`config.mk`:
```
export PLATFORM = sky130hd
export DESIGN_NAME = axi_rd_arbiter
export DESIGN_NICKNAME = d
export VERILOG_FILES = /design/src/rtl/axi_rd_arbiter.sv
export SDC_FILE = /design/constraint.sdc
export NUM_CORES = 1
export LEC_CHECK = 0
export ABC_AREA = 1
export BUFFER_PORTS_ARGS = -buffer_cell sky130_fd_sc_hd__buf_4
export CELL_PAD_IN_SITES_DETAIL_PLACEMENT = 0
export CELL_PAD_IN_SITES_GLOBAL_PLACEMENT = 1
export CORE_MARGIN = 5
export CORE_UTILIZATION = 32
export DETAILED_ROUTE_END_ITERATION = 7
export PLACE_DENSITY = 0.87
export SYNTH_ARGS = -nofsm -noshare
export SYNTH_HDL_FRONTEND = slang
export SYNTH_SLANG_ARGS = --single-unit
```
`constraint.sdc`:
```
create_clock -name AXI_CLK_i -period 3.3 [get_ports AXI_CLK_i]
set_input_delay 0.495 -clock AXI_CLK_i [delete_from_list [all_inputs] [get_ports AXI_CLK_i]]
set_output_delay 0.495 -clock AXI_CLK_i [all_outputs]
set_load 0.005 [all_outputs]
```
`src/rtl/axi_rd_arbiter.sv`:
```
// Per-slave AXI read-channel arbiter: round-robin AR grant between two masters,
// grant held until the burst's RLAST beat, R handshake routed to the owner, beat count checked against ARLEN.
module axi_rd_arbiter #(
  parameter int DATA_W  = 49,
  parameter int LEN_LSB = 5
) (
  input  logic              AXI_CLK_i,
  input  logic              AXI_RST_i,
  input  logic [1:0]        REQ_VALID_i,
  input  logic [DATA_W-1:0] REQ_DATA_M0_i,
  input  logic [DATA_W-1:0] REQ_DATA_M1_i,
  output logic [1:0]        REQ_READY_o,
  output logic              ARVALID_o,
  output logic [DATA_W-1:0] AR_DATA_o,
  input  logic              ARREADY_i,
  input  logic              RVALID_i,
  input  logic              RLAST_i,
  output logic              RREADY_o,
  output logic [1:0]        RVALID_o,
  input  logic [1:0]        RREADY_i,
  output logic [1:0]        GRANT_o,
  output logic              LEN_ERR_o,
  output logic              BUSY_o,
  output logic [1:0]        DBG_STATE_o
);

  localparam logic [1:0] S_IDLE = 2'd0;
  localparam logic [1:0] S_ADDR = 2'd1;
  localparam logic [1:0] S_DATA = 2'd2;

  // Handshake rule on every channel: a transfer happens on a rising edge where
  // valid and ready are both high; valid-side payload is held stable until then.

  logic [1:0]        r_state;
  logic              r_last;
  logic              r_owner;
  logic [DATA_W-1:0] r_ar_data;
  logic [3:0]        r_cnt;
  logic [3:0]        r_exp_len;
  logic              r_len_err;

  logic w_req_any;
  logic w_sel;
  logic w_grant_take;
  logic w_owner_ready;
  logic w_beat;

  // On a tie the master that did not own the previous burst wins.
  assign w_req_any     = |REQ_VALID_i;
  assign w_sel         = (REQ_VALID_i == 2'b11) ? ~r_last : REQ_VALID_i[1];
  assign w_grant_take  = (r_state == S_IDLE) && w_req_any && !AXI_RST_i;
  assign w_owner_ready = r_owner ? RREADY_i[1] : RREADY_i[0];
  assign w_beat        = (r_state == S_DATA) && RVALID_i && w_owner_ready;

  always_comb begin
    REQ_READY_o = 2'b00;
    RVALID_o    = 2'b00;
    RREADY_o    = 1'b0;
    GRANT_o     = 2'b00;
    if (w_grant_take) begin
      REQ_READY_o = w_sel ? 2'b10 : 2'b01;
    end
    if (r_state == S_DATA) begin
      RVALID_o = r_owner ? {RVALID_i, 1'b0} : {1'b0, RVALID_i};
      RREADY_o = w_owner_ready;
    end
    if (r_state != S_IDLE) begin
      GRANT_o = r_owner ? 2'b10 : 2'b01;
    end
  end

  assign ARVALID_o   = (r_state == S_ADDR);
  assign AR_DATA_o   = r_ar_data;
  assign BUSY_o      = (r_state != S_IDLE);
  assign LEN_ERR_o   = r_len_err;
  assign DBG_STATE_o = r_state;

  always_ff @(posedge AXI_CLK_i) begin
    if (AXI_RST_i) begin
      r_state   <= S_IDLE;
      r_last    <= 1'b1;
      r_owner   <= 1'b0;
      r_ar_data <= '0;
      r_cnt     <= 4'd0;
      r_exp_len <= 4'd0;
      r_len_err <= 1'b0;
    end else begin
      r_len_err <= 1'b0;
      case (r_state)
        S_IDLE: begin
          if (w_req_any) begin
            r_owner   <= w_sel;
            r_ar_data <= w_sel ? REQ_DATA_M1_i : REQ_DATA_M0_i;
            r_state   <= S_ADDR;
          end
        end
        S_ADDR: begin
          if (ARREADY_i) begin
            r_cnt     <= 4'd0;
            r_exp_len <= r_ar_data[LEN_LSB +: 4];
            r_state   <= S_DATA;
          end
        end
        S_DATA: begin
          if (w_beat) begin
            r_cnt <= r_cnt + 4'd1;
            // The pre-increment count equals ARLEN on the final beat of a well-formed burst.
            if (RLAST_i) begin
              r_state   <= S_IDLE;
              r_last    <= r_owner;
              r_len_err <= (r_cnt != r_exp_len);
            end
          end
        end
        default: r_state <= S_IDLE;
      endcase
    end
  end

endmodule

```
==> flow_metrics.env, run 1 <==
export IMPL_final_layout_size_suffix_gt1_share_pct=34.2
export IMPL_dr_pass1_iters=4
export IMPL_gp_congestion=0.805
export IMPL_timing_slew_headroom_pct=58.6
export IMPL_clk_latency_ps=340
export IMPL_clk_path_buf_depth=2
export IMPL_p_int_mw=1.42
export IMPL_clkSlewWorstSetupHoldPaths_ps=70
export IMPL_cp_num_buf_inv=2
export IMPL_viasPerCell=4.43
export IMPL_drc=0
export IMPL_hold_path_class="in -> reg"
export IMPL_worstPathRequired_ps=2800
export IMPL_p_switching_mw=0.593
export IMPL_synth_top_family_by_area="simple AND/OR/NAND/NOR gates"
export IMPL_floorplan_initialDensity_pct=32.9
export IMPL_synth_top_area_share_pct=40.7
export IMPL_drt_initial_drc_count=94
export IMPL_die_y_um=108
export IMPL_seqPwrFrac_pct=43.0
export IMPL_wl_per_cell_um=12.7
export IMPL_layout_commonest_cell="nand2_1"
export IMPL_switching_share_pct=29.5
export IMPL_fp_dieW_um=108
export IMPL_min_period_over_period_pct=66.6
export IMPL_synth_edff_count=0
export IMPL_critical_path_cell_chain="nor2_4 -> o21ai_4 -> nor2_8 -> nand2_1 -> inv_1 -> buf_4"
export IMPL_p_per_area_nw_per_um2=446
export IMPL_hpwlAfterDp_um=7150
export IMPL_post_cts_setup_buffers=0
export IMPL_yosysTopAreaCell="dfxtp_1"
export IMPL_synth_area_top_cells="dfxtp_1 (41%), nand2_1 (25%), a21oi_1 (6.9%)"
export IMPL_synthSimpleGateAreaFrac_pct=38.8
export IMPL_hold_end="AR_DATA_o[42]"
export IMPL_topRoutingLayerUsed="met4"
export IMPL_clkPwrFrac_pct=31.9
export IMPL_netlist_area_sq_um=3050
export IMPL_antenna_found_initial=0
export IMPL_maxCapViolCount=0
export IMPL_core_sq_um=9280
export IMPL_rsz0062_at_grt="no"
export IMPL_via_count=3308
export IMPL_wirelength_um=9450
export IMPL_grt_pass1_wl_um=15100
export IMPL_cts_tree="done"
export IMPL_max_stage_delay_ps=370
export IMPL_worst_path_stages=6
export IMPL_cts_buffers=9
export IMPL_grt_use_total_pct=16.3
export IMPL_ys_warn_count=0
export IMPL_ctsHoldBuffers=0
export IMPL_ant_nets=0
export IMPL_worstReg2RegEnd="AR_DATA_o[25]"
export IMPL_report_final_slew_viol_count=0
export IMPL_synthArstFlopShare_pct=0
export IMPL_synth_cell_types=28
export IMPL_vdd_drop_max_v=0.000177
export IMPL_crit_path_top_delay_cell="dfxtp_1"
export IMPL_cts_sinks=62
export IMPL_yosys_area_share_xor_xnor_pct=1.44
export IMPL_antenna_cells=0
export IMPL_min_path_cells=3
export IMPL_synth_compound_area_share_pct=11.0
export IMPL_cts_resized=0
export IMPL_grt_max_degree=50
export IMPL_cp_arrival_ps=1700
export IMPL_synthAdderAreaFrac_pct=0.410
export IMPL_finalSetupViolations=0
export IMPL_crit_type="reg -> out"
export IMPL_hp_start="REQ_DATA_M0_i[42]"
export IMPL_timing_rr_start="DBG_STATE_o[1]"
export IMPL_skew_ps=12.3
export IMPL_avgSynthCellArea_sq_um=6.68
export IMPL_first_global_vias=3211
export IMPL_port_buffers=167
export IMPL_netlist_instances=457
export IMPL_fmax_ghz=0.455
export IMPL_cts_root_buffer="clkbuf_8"
export IMPL_placement_rows=35
export IMPL_layout_common_cells="nand2_1 (206), buf_4 (170), dfxtp_1 (62), a21oi_1 (42), nor2_1 (29)"
export IMPL_synth_top_flop_cell="dfxtp_1"
export IMPL_finalPower_mw=2.01
export IMPL_status="complete, no violations"
export IMPL_tns_ps=0
export IMPL_worst_pin_slew_ps=620
export IMPL_r2r_slack_ps=1480
export IMPL_wl_met2_um=4610
export IMPL_io_pins=168
export IMPL_wl_met3_um=742
export IMPL_fin_crit_ps=2200
export IMPL_die_area_sq_um=11600
export IMPL_hold_viol=0
export IMPL_area_delta_synth_final_pct=47.6
export IMPL_synth_mux_area_share_pct=0
export IMPL_p_leak_nw=2.25
export IMPL_p_comb_share_pct=25.0
export IMPL_htree_num_levels=3
export IMPL_overflow=0
export IMPL_ys_ff_latch=62
export IMPL_final_net_count=720
export IMPL_wl_met1_um=3920
export IMPL_crit_fanout=20
export IMPL_critical_path_top_delay_family="simple AND/OR/NAND/NOR gates"
export IMPL_crit_path_end_kind="primary output"
export IMPL_worstSetupStartpointType="flip-flop"
export IMPL_ys_seq_area_share_pct=40.7
export IMPL_syn_nets=565
export IMPL_r2r_cells=6
## cells by family (layout without fill, tap and decap cells)
kind of cell | count (synthesis) | after routing
compound gates | 63 | 63
flops | 62 | 62
buf+inv | 41 | 201
xor+xnor | 5 | 5
fa+ha+maj | 1 | 1
simple gates | 285 | 285
## power groups by stage
stage	combinational [mW]	clock [mW]	sequential [mW]
3_3_place_gp	0.505	0	0.881
2_1_floorplan	0.261	0	0.881
5_1_grt	0.567	0.703	0.873
4_1_cts	0.513	0.660	0.866
6_report	0.503	0.641	0.864
3_5_place_dp	0.513	0	0.882
## layout make-up
class                   count  area, sq um
fillers                   982         4780
clock inverters             7         65.1
inverters                  15         58.8
well taps                 129          161
clock buffers               9          124
multi-input cells         354         1580
flip-flops and latches     62         1240
repair buffers            170         1280
## worst max path at each step
stage	from	to
after floorplan	REQ_VALID_i[1]	REQ_READY_o[1]
after global placement	REQ_VALID_i[1]	AR_DATA_o[45]
after detailed placement	REQ_VALID_i[1]	AR_DATA_o[18]
after CTS	DBG_STATE_o[1]	REQ_READY_o[1]
after global routing	DBG_STATE_o[1]	REQ_READY_o[1]
final	DBG_STATE_o[1]	REQ_READY_o[1]
## flip-flops by register name (all words and copies together) (netlist names)
register and flops:
LEN_ERR_o 1, r_owner 1, r_exp_len 4, r_cnt 4, r_last 1, DBG_STATE_o 2, AR_DATA_o 49
## stage by stage
| step | worst slack, ps | area [sq um] | cells | util [%] | hold slack [ps] |
|---|---|---|---|---|---|
| CTS | 1050 | 4500 | 746 | 48.5 | 402 |
| global route | 930 | 4500 | 746 | 48.5 | 411 |
| global placement | 1130 | 4310 | 730 | 46.5 | 453 |
| detailed placement | 1080 | 4310 | 730 | 46.5 | 458 |
| floorplan | 1640 | 3050 | 457 | - | 451 |
| finish | 1100 | 4500 | 746 | 48.5 | 416 |
## synthesized netlist by cell type, types with 2 or more instances
cell type,count
nor2_1,29
or2_2,16
inv_1,13
buf_4,2
nand3_1,27
dfxtp_1,62
clkbuf_1,8
o21ai_1,9
xor2_1,4
buf_6,8
nand2_1,206
a21oi_1,42
o21ai_0,9
buf_2,8
## routing by layer
metal	vias to the layer above	GRT usage, %
met4	0	6.04
met2	99	27.2
met1	1450	19.4
li1	1745	-
met5	-	0
met3	14	5.40
## worst register-to-register path: stages, from the launching register on
cell and delay, ps:
dfxtp_1 450, nor2_4 100, o21ai_4 240, buf_4 450, inv_4 240, nand2_1 140, a21oi_1 60
(Power assumes the default switching activity.)
==> run 2, diff against run 1 <==
--- a/config.mk
+++ b/config.mk
@@ -5,14 +5,14 @@
 export SDC_FILE = /design/constraint.sdc
 export NUM_CORES = 1
 export LEC_CHECK = 0
-export ABC_AREA = 1
+export ABC_AREA = 0
 export BUFFER_PORTS_ARGS = -buffer_cell sky130_fd_sc_hd__buf_4
 export CELL_PAD_IN_SITES_DETAIL_PLACEMENT = 0
 export CELL_PAD_IN_SITES_GLOBAL_PLACEMENT = 1
 export CORE_MARGIN = 5
-export CORE_UTILIZATION = 32
+export CORE_UTILIZATION = 30
 export DETAILED_ROUTE_END_ITERATION = 7
-export PLACE_DENSITY = 0.87
+export PLACE_DENSITY = 0.81
 export SYNTH_ARGS = -nofsm -noshare
 export SYNTH_HDL_FRONTEND = slang
 export SYNTH_SLANG_ARGS = --single-unit
==> constraint.sdc (replaced) <==
create_clock -name AXI_CLK_i -period 2.1 [get_ports AXI_CLK_i]
set_input_delay 0.315 -clock AXI_CLK_i [delete_from_list [all_inputs] [get_ports AXI_CLK_i]]
set_output_delay 0.315 -clock AXI_CLK_i [all_outputs]
set_load 0.005 [all_outputs]
==> flow_metrics.env, run 2 <==
export IMPL_dr_pass1_iters=4
export IMPL_overflow=0
export IMPL_use_met2_pct=24.6
export IMPL_grt_pass1_wl_um=14100
export IMPL_antenna_found_initial=0
export IMPL_final_net_count=550
export IMPL_synth_edff_count=0
export IMPL_use_met1_pct=19.2
export IMPL_die_y_um=104
export IMPL_gp_congestion=0.731
export IMPL_min_period_over_period_pct=93.7
export IMPL_grt_use_met3_pct=6.70
export IMPL_finalSetupViolations=0
export IMPL_place_area_sq_um=4060
export IMPL_via_count=2758
export IMPL_crit_path_end_kind="primary output"
export IMPL_synth_area_top_cells="dfxtp_1 (46%), a221o_1 (12%), mux2i_1 (8.2%)"
export IMPL_tns_ps=0
export IMPL_ant_nets=0
export IMPL_fin_area_sq_um=4260
export IMPL_drc=0
export IMPL_synth_top_area_share_pct=46.4
export IMPL_area_delta_synth_final_pct=59.1
export IMPL_vdd_drop_max_v=0.000330
export IMPL_core_sq_um=8720
export IMPL_clk_latency_ps=340
export IMPL_hold_path_class="in -> reg"
export IMPL_hpwlAfterDp_um=6770
export IMPL_wl_per_cell_um=16.1
export IMPL_clkSlewWorstSetupHoldPaths_ps=70
export IMPL_p_leak_nw=2.13
export IMPL_largest_register_ffs=49
export IMPL_drt_initial_drc_count=74
export IMPL_yosysTopAreaCell="dfxtp_1"
export IMPL_filler_cell_count=836
export IMPL_floorplan_initialDensity_pct=30.7
export IMPL_layout_common_cells="buf_4 (179), dfxtp_1 (62), inv_1 (36), nor3_1 (33), a221o_1 (33)"
export IMPL_placement_rows=34
export IMPL_antenna_cells=0
export IMPL_first_global_vias=2813
export IMPL_crit_fanout=9
export IMPL_report_final_slew_viol_count=0
export IMPL_grt_max_degree=32
export IMPL_final_core_util_pct=48.8
export IMPL_timing_slew_headroom_pct=53.8
export IMPL_p_per_area_nw_per_um2=723
export IMPL_layout_commonest_cell="buf_4"
export IMPL_final_layout_size_suffix_gt1_share_pct=44.7
export IMPL_fmax_ghz=0.508
export IMPL_min_path_cells=2
export IMPL_port_buffers=167
export IMPL_synth_most_common_cell="dfxtp_1"
export IMPL_htree_num_levels=3
export IMPL_die_area_sq_um=10900
export IMPL_viasPerCell=4.97
export IMPL_synth_commonest_cells="dfxtp_1 (62), inv_1 (36), a221o_1 (33), nor3_1 (33), mux2i_1 (22)"
export IMPL_cts_buffers=9
export IMPL_post_cts_setup_buffers=0
export IMPL_syn_nets=382
export IMPL_avgSynthCellArea_sq_um=9.76
export IMPL_synth_cell_types=34
export IMPL_netlist_area_sq_um=2680
export IMPL_hold_viol=0
export IMPL_fin_crit_ps=1970
export IMPL_ys_seq_area_share_pct=46.4
export IMPL_io_pins=168
export IMPL_synthArstFlopShare_pct=0
export IMPL_netlist_instances=274
export IMPL_worst_pin_slew_ps=674
export IMPL_worstSetupStartpointType="flip-flop"
export IMPL_rsz0062_at_grt="no"
export IMPL_grt_busiest_layer="met2"
export IMPL_status="complete, no violations"
export IMPL_ys_warn_count=0
export IMPL_ctsHoldBuffers=0
export IMPL_crit_type="reg -> out"
export IMPL_wirelength_um=8940
export IMPL_grt_use_total_pct=15.8
export IMPL_cts_tree="done"
export IMPL_ys_ff_latch=62
export IMPL_skew_ps=11.2
export IMPL_cp_arrival_ps=1650
export IMPL_clk_path_buf_depth=2
export IMPL_synth_top_flop_cell="dfxtp_1"
export IMPL_cts_root_buffer="clkbuf_8"
export IMPL_maxCapViolCount=0
export IMPL_r2r_cells=3
export IMPL_worstPathRequired_ps=1780
export IMPL_cts_sinks=62
export IMPL_fp_dieW_um=104
[run 2: layout make-up]
| class | count | area, sq um | area share (%) |
|---|---|---|---|
| Timing Repair Buffer | 179 | 1340 | 31.6 |
| Sequential cell | 62 | 1240 | 29.2 |
| Clock buffer | 12 | 165 | 3.88 |
| Tap cell | 108 | 135 | 3.18 |
| Inverter | 36 | 135 | 3.18 |
| Clock inverter | 4 | 30.0 | 0.706 |
| Multi-Input combinational cell | 154 | 1200 | 28.3 |
[run 2: path summary, 6_finish.rpt]
path	startpoint	to	slack, ps
setup / recovery	DBG_STATE_o[1]	REQ_READY_o[0]	130
hold / removal	ARREADY_i	DBG_STATE_o[0]	190
setup reg to reg	DBG_STATE_o[1]	r_cnt[3]	440
hold reg to reg	AR_DATA_o[38]	AR_DATA_o[38]	470
[run 2: kinds of logic (layout without fill, tap and decap cells)]
group	count (synthesis)	after routing	share of synthesized area [%]
compound gates	63	63	21.3
xor+xnor	4	4	1.31
fa+ha+maj	1	1	0.468
buf+inv	58	231	9.17
flops	62	62	46.4
mux	22	22	8.23
simple gates	64	64	13.1
[run 2: where the power goes]
part           leakage, nW  internal [mW]  switching, mW
sequential           0.510           1.29         0.0753
combinational         1.53          0.411          0.294
clock               0.0869          0.524          0.481
total                 2.13           2.23          0.850
[run 2: critical path, stage by stage, from the launching register on]
cell and delay (ps):
dfxtp_1 370, or3_4 490, nor3b_4 290, buf_4 160
[run 2: timing repair]
action / CTS / global route
gates resized for setup: 1 / 0
hold endpoints to repair: 0 / 0
endpoints found under the setup margin: 1 / 0
[run 2: routing by layer]
metal,share of wire [%],routed length [um],vias up
li1,-,-,1348
met1,41,3690,1266
met2,47,4240,130
met3,10,890,14
met4,1.4,125,0
met5,0,0,-
[run 2: through the flow]
stage | std cells | setup slack [ps] | power [mW] | hold slack, ps
global route | 555 | 8.32 | 3.24 | 172
finish | 555 | 132 | 3.08 | 189
detailed placement | 539 | 310 | 2.10 | 448
CTS | 555 | 85.3 | 3.12 | 173
global placement | 539 | 344 | 2.10 | 446
floorplan | 274 | 423 | 1.67 | 404
==> run 3, diff against run 2 <==
--- a/config.mk
+++ b/config.mk
@@ -13,6 +13,7 @@
 export CORE_UTILIZATION = 30
 export DETAILED_ROUTE_END_ITERATION = 7
 export PLACE_DENSITY = 0.81
+export RECOVER_POWER = 50
 export SYNTH_ARGS = -nofsm -noshare
 export SYNTH_HDL_FRONTEND = slang
 export SYNTH_SLANG_ARGS = --single-unit
==> flow_metrics.env, run 3 (synthesized netlist as in run 2, its figures left out) <==
export IMPL_maxCapViolCount=0
export IMPL_p_int_mw=2.20
export IMPL_worst_pin_slew_ps=680
export IMPL_crit_path_end_kind="primary output"
export IMPL_clk_path_buf_depth=2
export IMPL_dp_cells=539
export IMPL_via_count=2745
export IMPL_switching_share_pct=27.8
export IMPL_layout_common_cells="buf_4 (126), dfxtp_1 (62), clkbuf_4 (43), inv_1 (36)"
export IMPL_grt_pass1_wl_um=14100
export IMPL_die_area_sq_um=10900
export IMPL_cts_tree="done"
export IMPL_hold_path_class="in -> reg"
export IMPL_port_buffers=167
export IMPL_final_net_count=550
export IMPL_rsz0062_at_grt="no"
export IMPL_fin_crit_ps=1990
export IMPL_skew_ps=10.4
export IMPL_viasPerCell=4.95
export IMPL_clk_latency_ps=340
export IMPL_grt_max_degree=32
export IMPL_cts_sinks=62
export IMPL_antenna_cells=0
export IMPL_vdd_drop_max_v=0.000330
export IMPL_p_leak_nw=2.07
export IMPL_p_comb_share_pct=22.3
export IMPL_wirelength_um=8840
export IMPL_final_layout_size_suffix_gt1_share_pct=42.7
export IMPL_overflow=0
export IMPL_seqPwrFrac_pct=44.7
export IMPL_worstPathRequired_ps=1780
export IMPL_htree_num_levels=3
export IMPL_gp_congestion=0.731
export IMPL_tns_ps=0
export IMPL_largest_register_ffs=49
export IMPL_antenna_found_initial=0
export IMPL_p_per_area_nw_per_um2=723
export IMPL_p_switching_mw=0.847
export IMPL_drc=0
export IMPL_timing_slew_headroom_pct=53.3
export IMPL_fmax_ghz=0.503
export IMPL_crit_fanout=9
export IMPL_cp_arrival_ps=1670
export IMPL_die_y_um=104
export IMPL_ant_nets=0
export IMPL_floorplan_initialDensity_pct=30.7
export IMPL_finalPower_mw=3.05
export IMPL_layout_commonest_cell="buf_4"
export IMPL_hp_start="ARREADY_i"
export IMPL_fin_cells=555
export IMPL_drt_initial_drc_count=82
export IMPL_cts_buffers=9
export IMPL_fp_dieW_um=104
export IMPL_worstSetupStartpoint="DBG_STATE_o[1]"
export IMPL_fin_area_sq_um=4220
export IMPL_clkPwrFrac_pct=32.9
export IMPL_grt_use_total_pct=15.8
export IMPL_area_delta_synth_final_pct=57.7
export IMPL_dr_pass1_iters=4
export IMPL_post_cts_setup_buffers=0
export IMPL_timing_rr_start="DBG_STATE_o[1]"
export IMPL_first_global_vias=2813
export IMPL_finalSetupViolations=0
export IMPL_wl_per_cell_um=15.9
export IMPL_hold_viol=0
export IMPL_min_period_over_period_pct=94.7
export IMPL_final_core_util_pct=48.4
export IMPL_status="complete, no violations"
export IMPL_place_area_sq_um=4060
export IMPL_crit_type="reg -> out"
export IMPL_hpwlAfterDp_um=6770
export IMPL_report_final_slew_viol_count=0
export IMPL_worstSetupStartpointType="flip-flop"
export IMPL_core_sq_um=8720
export IMPL_placement_rows=34
export IMPL_clkSlewWorstSetupHoldPaths_ps=70
export IMPL_io_pins=168
export IMPL_cts_root_buffer="clkbuf_8"
[run 3: cell types whose count changed in the layout (fill, tap and decap cells not counted), sizes merged]
cell    previous run  this run
clkbuf            12        65
buf              179       126
[run 3: what timing repair did]
action,CTS,global route
setup endpoints to repair,1,0
resized for setup,1,0
hold buffers,0,0
[run 3: power groups by stage]
stage | clock network [mW] | registers, mW | logic (mW)
6_report | 1.00 | 1.36 | 0.682
5_1_grt | 1.09 | 1.38 | 0.746
4_1_cts | 1.04 | 1.37 | 0.718
3_5_place_dp | 0 | 1.39 | 0.714
3_3_place_gp | 0 | 1.39 | 0.705
2_1_floorplan | 0 | 1.39 | 0.275
[run 3: final timing paths]
kind,slack (ps),to,cells after the start
worst min register to register,460,AR_DATA_o[38],1
worst max register to register,320,AR_DATA_o[19],4
worst max-delay path,110,REQ_READY_o[0],3
worst min-delay path,190,DBG_STATE_o[0],2
[run 3: metrics by stage]
stage	worst slack, ps	hold WS (ps)
floorplan	423	404
global placement	344	446
detailed placement	310	448
CTS	85.3	173
global route	10.3	172
finish	111	191
[run 3: per-layer routing]
metal / wire length, um / up-vias / share of wire, % / GRT usage (%)
li1: - / 1345 / - / -
met2: 4150 / 119 / 47 / 24.6
met3: 903 / 16 / 10 / 6.70
met1: 3640 / 1265 / 41 / 19.2
met5: 0 / - / 0 / 0
met4: 148 / 0 / 1.7 / 5.83
[run 3: layout make-up]
cell class	count	area, sq um
clock buffers	12	165
clock inverters	4	30.0
fillers	845	4500
inverters	36	135
multi-input cells	154	1200
flip-flops and latches	62	1240
well taps	108	135
repair buffers	179	1310
[run 3: critical path: stages, from the launching register on]
cell and delay [ps]:
dfxtp_1 370, or3_4 490, nor3b_4 300, buf_4 170
